**src/rtl/reg_load_arbiter_pkg.sv**
```systemverilog
// reg_load_arbiter_pkg: shared state encoding, requester indices and gap counter width
package reg_load_arbiter_pkg;
  typedef enum logic {ST_IDLE = 1'b0, ST_GAP = 1'b1} state_e;
  localparam logic REQ0 = 1'b0;
  localparam logic REQ1 = 1'b1;
  localparam int CNT_W = 4;
endpackage

```
**src/rtl/reg_load_arbiter_rr.sv**
```systemverilog
// rr_arbiter_2: combinational two-way round-robin pick, one-hot grant
module rr_arbiter_2 (
  input  logic [1:0] elig_i,
  input  logic       ptr_i,
  output logic [1:0] grant_o
);
  // the pointer only breaks ties; a lone eligible requester always wins
  assign grant_o[0] = elig_i[0] & (~elig_i[1] | ~ptr_i);
  assign grant_o[1] = elig_i[1] & (~elig_i[0] | ptr_i);
endmodule

```
**src/rtl/reg_load_arbiter.sv**
```systemverilog
// reg_load_arbiter: two-requester round-robin loader for a shared register with optional idle gap.
// Define REG_ARB_OWNER_TAG_EN to add the last_owner port and flop.
module reg_load_arbiter
  import reg_load_arbiter_pkg::*;
#(
  parameter int WIDTH = 4,
  parameter int GAP   = 0
) (
  input  logic             clk,
  input  logic             clear,
  input  logic             req0,
  input  logic [WIDTH-1:0] d0,
  input  logic             req1,
  input  logic [WIDTH-1:0] d1,
  output logic             ack0,
  output logic             ack1,
  output logic [WIDTH-1:0] q,
  output logic             busy
`ifdef REG_ARB_OWNER_TAG_EN
  ,
  output logic             last_owner
`endif
);
  localparam logic [CNT_W-1:0] GAP_M1 = CNT_W'(GAP > 0 ? GAP - 1 : 0);
  state_e           state_q;
  logic [CNT_W-1:0] cnt_q;
  logic             ptr_q;
  logic             ack0_q, ack1_q;
  logic [WIDTH-1:0] data_q, data_d;
  logic [1:0]       elig, grant;
  logic             win;
  // a requester being acked this cycle is masked so a held req cannot reload
  assign elig   = {req1 & ~ack1_q, req0 & ~ack0_q};
  assign win    = (state_q == ST_IDLE) & |grant;
  assign data_d = grant[1] ? d1 : d0;
  rr_arbiter_2 u_rr (
    .elig_i (elig),
    .ptr_i  (ptr_q),
    .grant_o(grant)
  );
`ifdef REG_ARB_OWNER_TAG_EN
  logic owner_q;
  always_ff @(posedge clk or posedge clear)
    if (clear) owner_q <= REQ0;
    else if (win) owner_q <= grant[1] ? REQ1 : REQ0;
  assign last_owner = owner_q;
`endif
  always_ff @(posedge clk or posedge clear) begin
    if (clear) begin
      state_q <= ST_IDLE;
      cnt_q   <= '0;
      ptr_q   <= REQ0;
      ack0_q  <= 1'b0;
      ack1_q  <= 1'b0;
      data_q  <= '0;
    end else begin
      ack0_q <= 1'b0;
      ack1_q <= 1'b0;
      if (win) begin
        data_q <= data_d;
        ack0_q <= grant[0];
        ack1_q <= grant[1];
        ptr_q  <= grant[0] ? REQ1 : REQ0;
        if (GAP != 0) begin
          state_q <= ST_GAP;
          cnt_q   <= GAP_M1;
        end
      end else if (state_q == ST_GAP) begin
        if (cnt_q == '0) state_q <= ST_IDLE;
        else cnt_q <= cnt_q - 1'b1;
      end
    end
  end
  assign ack0 = ack0_q;
  assign ack1 = ack1_q;
  assign q    = data_q;
  assign busy = (state_q == ST_GAP);
endmodule

```
**config.mk**
```make
export PLATFORM = sky130hd
export DESIGN_NAME = reg_load_arbiter
export DESIGN_NICKNAME = d
export VERILOG_FILES = /design/src/rtl/reg_load_arbiter_pkg.sv /design/src/rtl/reg_load_arbiter_rr.sv /design/src/rtl/reg_load_arbiter.sv
export SDC_FILE = /design/constraint.sdc
export NUM_CORES = 1
export LEC_CHECK = 0
export BUFFER_PORTS_ARGS = -buffer_cell sky130_fd_sc_hd__buf_2
export CELL_PAD_IN_SITES_DETAIL_PLACEMENT = 0
export CELL_PAD_IN_SITES_GLOBAL_PLACEMENT = 2
export CORE_ASPECT_RATIO = 1.5
export CORE_MARGIN = 2
export CORE_UTILIZATION = 31
export CTS_BUF_LIST = sky130_fd_sc_hd__clkbuf_8
export CTS_CLUSTER_DIAMETER = 50
export DETAILED_ROUTE_END_ITERATION = 6
export PLACE_DENSITY = 0.91
export SETUP_SLACK_MARGIN = 0.15
export SYNTH_ARGS = -nofsm -noshare
export SYNTH_HDL_FRONTEND = slang
export SYNTH_SLANG_ARGS = --single-unit
```
**constraint.sdc**
```tcl
create_clock -name clk -period 1.8 [get_ports clk]
set_clock_uncertainty 0.15 [all_clocks]
set_input_delay 0.18 -clock clk [delete_from_list [all_inputs] [get_ports clk]]
set_output_delay 0.18 -clock clk [all_outputs]
set_load 0.005 [all_outputs]
```
==> impl_results.md <==
- Status: finished clean
- Residual DRC: 0
- Final hold violations: 0
- Yosys warnings: 0
- Reg2reg end: cnt_q[1]
- Top FF cell, synth: dfrtp_1
- Number of synthesized flops with an enable pin: 0
- Setup TNS: 0 ns
- CP Data Required Time: 1.82 ns
- Core area: 1831 um2
- Post-DR vias/cell: 4.912
- CTS tree: built
- Max Cap Viol: 0
- Clock latency on the worst-skew pair: 0.24 ns
- Cell area after layout: 792.0 um2
- Post-DP HPWL: 961 um
- Root Driver: clkbuf_8
- Fin. max-slew vios: 0
- Clk pwr share: 0.402
- PortBufs: 18
- Slew Limit Headroom: 0.6864
- CP max stage delay: 0.41 ns
- First DRT Iteration DRCs: 3
- First-pass GRT wire length: 1980 um
- Vias: 501
- Synth cell types: 19
- Sw Share: 0.2478
- Detail Route Antenna Nets: 0
- Total power: 745.0 uW
- Clock Tree Buf Depth: 2
- Cell area after synthesis: 608.1 um2
- Starting density of the core: 0.3322
- Post-synth ARST share: 1.000
- CP Launch Point: cnt_q[0]
- Critical path depth: 5
- Initial antenna violation count: 0
- Hold WC Path Type: input port to flip-flop
- Ant diodes: 0
- Worst setup slack after layout: 0.3231 ns
- Net Count, Synth: 72
- Wire per inst: 12.17 um
- Site Rows: 19
- Critical path, cell by cell: inv_1 > ha_1 > inv_1 > o31ai_2 > mux2i_1
- H-tree Lvls: 1
- Place WS: 0.1664 ns
- Leak: 0.4223 nW
- Post-synth top area cell: dfrtp_1
- Internal power: 560.4 uW
- Cell mode on critical path: inv_1
- Logic gate share of total power: 0.173
- Startpoint Class: flip-flop
- Number of I/O pins: 19
- TritonCTS Sinks: 12
- Share of the synthesized area in the top cell type: 0.4938
- Buffer count from post-CTS setup fixing: 0
- Grt ovf: 0
- # setup viols final: 0
- Die width: 40.16 um
- GPL Wtd Cong: 0.6971
- Seq pwr share: 0.425
- CTS Buf Count: 3
- Placed Cells incl. Taps: 97
- Avg Cell Area, Syn: 10.31 um2
- Yosys reg bits: 12
- RSZ-0062 raised after global routing: false
- Fin crit share: 0.8205
- Post-synthesis instance total: 59
- Fmax: 0.6771 GHz
- WP data arrival: 1.50 ns
- CTS clk-pin slew, worst paths: 0.05 ns
- Slowest-stage cell, CP: dfrtp_1
- Final min period: 1.477 ns
- Non-Filler Instances: 102
- Synth top area cells: dfrtp_1, inv_1, a221oi_1, and3b_1, a22oi_1
- Worst setup EP type: flip-flop
- Sequential area share after synthesis: 0.4938
- Crit path to: cnt_q[1]
- Largest net degree at the start of global routing: 13
- Setup CP Type: flip-flop to flip-flop
- Synth-to-Final Area Change: 30.25%
- Most numerous cell in the Yosys netlist: dfrtp_1
- NumNets Final: 95
- Fin util: 0.4327
- Crit-path max FO: 3
- DIE HEIGHT: 58.25 um
- Cell area power density: 940.7 nW/um2
- Worst Reg2Reg Path Length in Cells: 5
- Slew @ Worst Pin: 0.4699 ns
- Crit Reg-Reg Startpoint: cnt_q[0]
- Delay-heaviest family, CP: flip-flops
- Post-synth top cells: dfrtp_1, inv_1, o21ai_0
- NetSw: 184.6 uW
- Dpl cell area: 721.9 um2
- Vias in the first global route: 462
- Buffers and inverters on the worst path: 2
- DRT Pass-1 Iters: 4
- Total global-route track usage: 0.1258
- Hold WS: 0.04873 ns
- Final wirelength: 1241 um
- Layout cell share with drive strength beyond 1: 0.3086
- Die ar.: 2339 um2
- Worst vdd ir: 0.0006149 V
- R2R setup slack: 0.32 ns
kinds of logic (layout without fill, tap and decap cells):
family | count (synthesis) | in the layout | synth area share
AOI/OAI and AO/OA | 18 | 18 | 0.2140
and+or+nand+nor | 13 | 13 | 0.1482
DFF | 12 | 12 | 0.4938
buffers and inverters | 12 | 34 | 0.07820
xor gates and xnor gates | 2 | 2 | 0.02881
adders and majority gates | 1 | 1 | 0.02057
muxes | 1 | 1 | 0.01646
flip-flops by register name (all words and copies together) (netlist names):
register and cells:
cnt_q 4, q 4, ack0 1, ack1 1, busy 1, ptr_q 1
placed cells by master, fill, tap and decap left out:
cell type,n
nand2_1,2
dfrtp_1,12
nor3b_1,1
o31ai_2,1
a21o_1,2
buf_4,1
a311oi_1,1
and3b_1,4
or3b_4,1
o311ai_0,1
ha_1,1
nor3_1,2
dlygate4sd3_1,1
clkbuf_8,4
mux2i_1,1
o21ai_0,5
a221oi_1,4
nand2b_1,3
xnor2_1,2
inv_1,10
buf_2,18
a22oi_1,4
layout make-up:
class / count / area, um2
Sequential cell: 12 / 300.3
Inverter: 10 / 37.54
Clock buffer: 4 / 55.05
Multi-Input combinational cell: 35 / 265.3
Timing Repair Buffer: 20 / 107.6
Fill cell: 184 / 1039
Tap cell: 21 / 26.28
worst min-delay path: cells and delay by family:
family                 cells  cell delay, ns
AOI/OAI and AO/OA          2            0.12
buffers and inverters      1            0.10
how the worst min path moves through the flow:
stage          endpoint  startpoint  cells after the start  slack [ns]
2_1_floorplan      ack0       clear                      1       -0.11
3_3_place_gp   cnt_q[1]       clear                      2        0.07
3_5_place_dp   cnt_q[2]       clear                      2        0.07
4_1_cts            q[3]       d0[3]                      3        0.04
5_1_grt            q[3]       d0[3]                      3        0.06
6_report           q[3]       d0[3]                      3        0.05
repair_timing:
| item | 4_1_cts | 5_1_grt |
|---|---|---|
| resized for setup | 1 | 0 |
| setup endpoints to repair | 1 | 0 |
| hold buffers | 1 | 0 |
| endpoints found under the hold margin | 12 | 0 |
power by group through the flow:
| stage | combinational, mW | sequential (mW) | clock [mW] |
|---|---|---|---|
| global route | 0.146 | 0.321 | 0.313 |
| detailed placement | 0.129 | 0.322 | 0 |
| CTS | 0.131 | 0.317 | 0.306 |
| finish | 0.129 | 0.316 | 0.299 |
| global placement | 0.129 | 0.320 | 0 |
| floorplan | 0.0730 | 0.323 | 0 |
metal layers:
metal	global-route usage	up-vias	wire [um]
li1	-	254	-
met1	0.1565	229	563
met2	0.1935	16	584
met3	0.02299	2	67
met4	0.07389	0	25
met5	0	-	0
(Power assumes the default switching activity.)
